<file path="src/rtl/oup_ulpi_rx_fifo.sv">
// Receive-byte FIFO between the ULPI sync-mode receive path and the packet layer.
// Optional occupancy/high-water outputs are enabled with `define OUP_RX_FIFO_LEVEL_EN.
module oup_ulpi_rx_fifo #(
    parameter int DEPTH        = 16,
    parameter int AFULL_MARGIN = 2
) (
    input  logic                     ulpi_clk_i,
    input  logic                     rst_ni,
    input  logic [7:0]               wr_data_i,
    input  logic                     wr_en_i,
    output logic                     full_o,
    output logic                     almost_full_o,
    output logic [7:0]               rd_data_o,
    output logic                     rd_valid_o,
    input  logic                     rd_ready_i,
    input  logic                     flush_i,
    output logic                     overflow_o,
    input  logic                     overflow_clr_i
`ifdef OUP_RX_FIFO_LEVEL_EN
    ,
    output logic [$clog2(DEPTH):0]   level_o,
    output logic [$clog2(DEPTH):0]   peak_level_o
`endif
);

    localparam int AW = $clog2(DEPTH);
    localparam int CW = AW + 1;

    logic [7:0]    r_mem [DEPTH];
    logic [AW-1:0] r_wr_ptr;
    logic [AW-1:0] r_rd_ptr;
    logic [CW-1:0] r_count;
    logic          r_overflow;

    logic          w_full;
    logic          w_valid;
    logic          w_wr_accept;
    logic          w_rd_accept;
    logic          w_overflow_set;
    logic [CW-1:0] w_count_nxt;

    assign w_full         = (r_count == CW'(DEPTH));
    assign w_valid        = (r_count != '0);
    assign w_wr_accept    = wr_en_i && !w_full;
    assign w_rd_accept    = w_valid && rd_ready_i;
    assign w_overflow_set = wr_en_i && w_full;

    // NOTE: every always_comb output gets a default first so no path can infer a latch.
    always_comb begin
        w_count_nxt = r_count;
        if (w_wr_accept && !w_rd_accept) begin
            w_count_nxt = r_count + CW'(1);
        end else if (w_rd_accept && !w_wr_accept) begin
            w_count_nxt = r_count - CW'(1);
        end
    end

    // NOTE: sequential state uses non-blocking assignments so all registers update together.
    always_ff @(posedge ulpi_clk_i or negedge rst_ni) begin
        if (!rst_ni) begin
            r_wr_ptr   <= '0;
            r_rd_ptr   <= '0;
            r_count    <= '0;
            r_overflow <= 1'b0;
        end else if (flush_i) begin
            r_wr_ptr   <= '0;
            r_rd_ptr   <= '0;
            r_count    <= '0;
            r_overflow <= 1'b0;
        end else begin
            if (w_wr_accept) r_wr_ptr <= r_wr_ptr + AW'(1);
            if (w_rd_accept) r_rd_ptr <= r_rd_ptr + AW'(1);
            r_count <= w_count_nxt;
            // A new overflow wins over a same-cycle clear so no event is lost.
            if (w_overflow_set) begin
                r_overflow <= 1'b1;
            end else if (overflow_clr_i) begin
                r_overflow <= 1'b0;
            end
        end
    end

    // NOTE: the storage array has no reset; its contents are only observed behind rd_valid_o.
    always_ff @(posedge ulpi_clk_i) begin
        if (w_wr_accept && !flush_i) begin
            r_mem[r_wr_ptr] <= wr_data_i;
        end
    end

    assign rd_data_o     = r_mem[r_rd_ptr];
    assign rd_valid_o    = w_valid;
    assign full_o        = w_full;
    assign almost_full_o = (r_count >= CW'(DEPTH - AFULL_MARGIN));
    assign overflow_o    = r_overflow;

`ifdef OUP_RX_FIFO_LEVEL_EN
    logic [CW-1:0] r_peak;

    always_ff @(posedge ulpi_clk_i or negedge rst_ni) begin
        if (!rst_ni) begin
            r_peak <= '0;
        end else if (flush_i) begin
            r_peak <= '0;
        end else if (w_count_nxt > r_peak) begin
            r_peak <= w_count_nxt;
        end
    end

    assign level_o      = r_count;
    assign peak_level_o = r_peak;
`endif

endmodule
</file>
<file path="config.mk">
export PLATFORM = sky130hd
export DESIGN_NAME = oup_ulpi_rx_fifo
export DESIGN_NICKNAME = d
export VERILOG_FILES = /design/src/rtl/oup_ulpi_rx_fifo.sv
export SDC_FILE = /design/constraint.sdc
export NUM_CORES = 1
export LEC_CHECK = 0
export BUFFER_PORTS_ARGS = -buffer_cell sky130_fd_sc_hd__buf_2
export CAP_MARGIN = 20
export CORE_MARGIN = 1
export CORE_UTILIZATION = 58
export DETAILED_ROUTE_END_ITERATION = 16
export PLACE_DENSITY = 0.74
export REMOVE_ABC_BUFFERS = 1
export SLEW_MARGIN = 20
export SYNTH_ARGS = -nofsm -noshare
export SYNTH_HDL_FRONTEND = slang
export SYNTH_SLANG_ARGS = --single-unit
</file>
<file path="constraint.sdc">
create_clock -name ulpi_clk_i -period 4.8 [get_ports ulpi_clk_i]
set_input_delay 0 -clock ulpi_clk_i [delete_from_list [all_inputs] [get_ports ulpi_clk_i]]
set_output_delay 0 -clock ulpi_clk_i [all_outputs]
set_load 0.02 [all_outputs]
</file>
==> flow_summary.yaml <==
synth:
  synthCells: 321
  synth_area_um2: 5880
  synth_seq_cells: 142
  synth_area_per_cell_um2: 18.3
  yosys_warnings: 0
  seq_area_frac_synth_pct: 71.3
  synth_cell_type_count: 39
timing:
  fin_setup_tns_ns: 0
  period_needed_ns: 2.87
  max_freq_mhz: 349
  hold_viol: 0
  maxSlewHeadroom_pct: 35.5
  slew_violations: 0
  period_share_pct: 59.7
  setup_viol: 0
  clock_skew_ns: 0.00741
  rsz0062_at_grt: "false"
  layout_setup_ws_ns: 1.93
  worst_pin_slew_ns: 0.965
final_layout:
  area_growth_syn_to_layout_pct: 16.4
  final_net_count: 392
  drive_above_1_share_pct: 26.8
  final_core_util_pct: 69.7
  antenna_cells: 0
setup_path:
  setup.worst_path.start_class: "register"
  cp.arrival_ns: 3.33
  critical_path_class: "reg2reg"
  critPathCaptureType: "register"
  r2r_cells: 6
  critPathLaunch: "r_count[1]"
  timing.rr.start: "r_count[1]"
  cp_max_fo: 9
  required_ns: 5.26
placement:
  numPortBuffers: 25
  dp_hpwl_um: 6920
  dp_slack_ns: 2.20
  place.gp.congestion: 0.808
pwr:
  seq_power_share_pct: 43.4
  p_sw_share_pct: 27.5
  ir_worst_vdd_mv: 0.353
  p_int_uw: 2450
  powerDensity_nw_per_um2: 495
  p_leak_uw: 0.00234
  combinationalPowerShare_pct: 19.9
  p_sw_uw: 933
  power.share.clock_pct: 36.7
floorplanning:
  initial_core_util_pct: 59.9
  die_area_um2: 10600
  die_h_um: 103
  core-area_um2: 9820
  die_x_um: 103
  rows: 36
  ios: 26
global_route:
  grtUsageMet3_pct: 5.97
  met1_usage_pct: 33.8
  grt_overflow: 0
  antenna_found_initial: 0
  gr-usage-met2_pct: 39.6
  grt_max_degree: 36
  grt_busiest_layer: "met2"
  track_usage_pct: 24.7
  grt_pass1_vias: 3085
  grt_pass1_wl_um: 17700
route:
  ant_nets: 0
  routedWlPerCell_um: 22.9
  drt_iter0_drc: 194
  vias_per_cell: 5.93
  finalWirelength_um: 11800
  dr_total_vias: 3049
  drc: 0
  dr.pass1.iters: 4
cts:
  cts.clk_slew.worst_paths_ns: 0.06
  clkLatencyLatePin_ns: 0.52
  cts.sinks: 142
  post_cts_buffers: 0
  cts_buffer_depth: 2
  htree_num_levels: 4
  cts_tree: "yes"
  cts_buffers: 17
  root_buffer: "clkbuf_8"
flow_run:
  cap_violations: 0
hold_path:
  hp-start: "wr_data_i[1]"
  hold_path_class: "in2reg"
  hold_depth: 2
run_status:
  outcome: "completed"
[worst max-delay path, cell delays in order (launching register included)]
cell,delay (ns)
dfrtp_1,0.45
or4_1,0.77
nor2_1,0.27
a21oi_1,0.11
dlygate4sd3_1,0.57
nor2_1,0.08
dlygate4sd3_1,0.55
[power by group through the flow]
| stage | registers, µW | clock network [µW] | logic (µW) |
|---|---|---|---|
| after global placement | 1490 | 0 | 650 |
| after global routing | 1480 | 1300 | 726 |
| after floorplan | 1520 | 0 | 459 |
| after CTS | 1470 | 1250 | 679 |
| final | 1470 | 1240 | 674 |
| after detailed placement | 1500 | 0 | 660 |
[synthesized netlist by cell type, drive strengths merged]
library cell  instances  share of area, %
edfxtp              128                65
mux4                 32                12
nor2                 32               2.0
nand2                19               1.2
a22oi                16               2.0
dfrtp                14               6.0
buf                  10              0.91
ha                    9               1.9
a21oi                 6              0.77
clkbuf                6              0.38
nor2b                 6              0.64
mux2                  5               1.1
inv                   4              0.26
mux2i                 4              0.68
nand3                 4              0.43
o211ai                4              0.91
xor2                  4              0.60
nand4                 3              0.32
and3                  2              0.21
nor4                  2              0.32
xnor2                 2              0.30
a21boi                1              0.19
and2                  1              0.11
fa                    1              0.34
nand2b                1              0.11
nand4b                1              0.15
o21ai                 1              0.15
o21bai                1              0.13
or3                   1              0.11
or4                   1              0.13
[registers in the layout, summed over array words and instances, names as in the netlist]
signal,cells
r_count,5
r_rd_ptr,4
overflow_o,1
r_mem,128
r_wr_ptr,4
[cells by family after synthesis]
kind of cell	Yosys count	share of synthesized area, %
AOI/OAI and AO/OA	29	4.19
xor gates and xnor gates	6	0.893
adders and majority gates	10	2.25
buffers and inverters	20	1.55
DFF	142	71.3
muxes	41	14.1
and+or+nand+nor	73	5.76
[per-layer routing]
layer / part of all wire (%) / up-vias
li1: - / 1368
met3: 5.7 / 13
met2: 51 / 108
met1: 42 / 1560
met4: 1.0 / 0
met5: 0 / -
[per-stage QoR]
step	cell area [µm²]	total power (µW)	hold WS [ns]	std cells
2_1_floorplan	5810	1980	-0.296	305
3_3_place_gp	6120	2140	-0.0725	465
3_5_place_dp	6120	2160	-0.0692	465
4_1_cts	6850	3400	0.398	514
5_1_grt	6850	3510	0.410	514
6_report	6850	3390	0.423	514
[layout make-up]
cell class | instances | area [µm²]
clock buffer | 20 | 425
timing repair buffer | 44 | 310
tap | 133 | 166
inverter | 4 | 15.0
clock inverter | 12 | 135
fill | 666 | 2970
multi-input combinational | 159 | 1600
sequential | 142 | 4200
[timing repair]
action,CTS,global route
endpoints found under the hold margin,152,0
gates resized for setup,0,0
hold buffers,17,0
[layout by cell type (no fill, tap or decap), drive strengths merged, types with 5 or more instances in the layout]
cell and instances:
inv 8, edfxtp 128, dfrtp 14, mux2 5, buf 27, nand2 19
dlygate4sd3 17, ha 9, mux4 32, clkbuf 20, a22oi 16, nor2b 6
a21oi 6, nor2 32
[worst paths after layout]
| kind | slack [ns] | end |
|---|---|---|
| min in group asynchronous | 0.60 | overflow_o |
| worst min-delay path | 0.42 | r_mem[7][1] |
| worst max register to register | 1.93 | overflow_o |
| worst min register to register | 0.63 | r_count[3] |
| max in group asynchronous | 3.71 | r_rd_ptr[0] |
| worst max-delay path | 1.93 | overflow_o |
No activity file was read; power rests on OpenSTA's default activity.
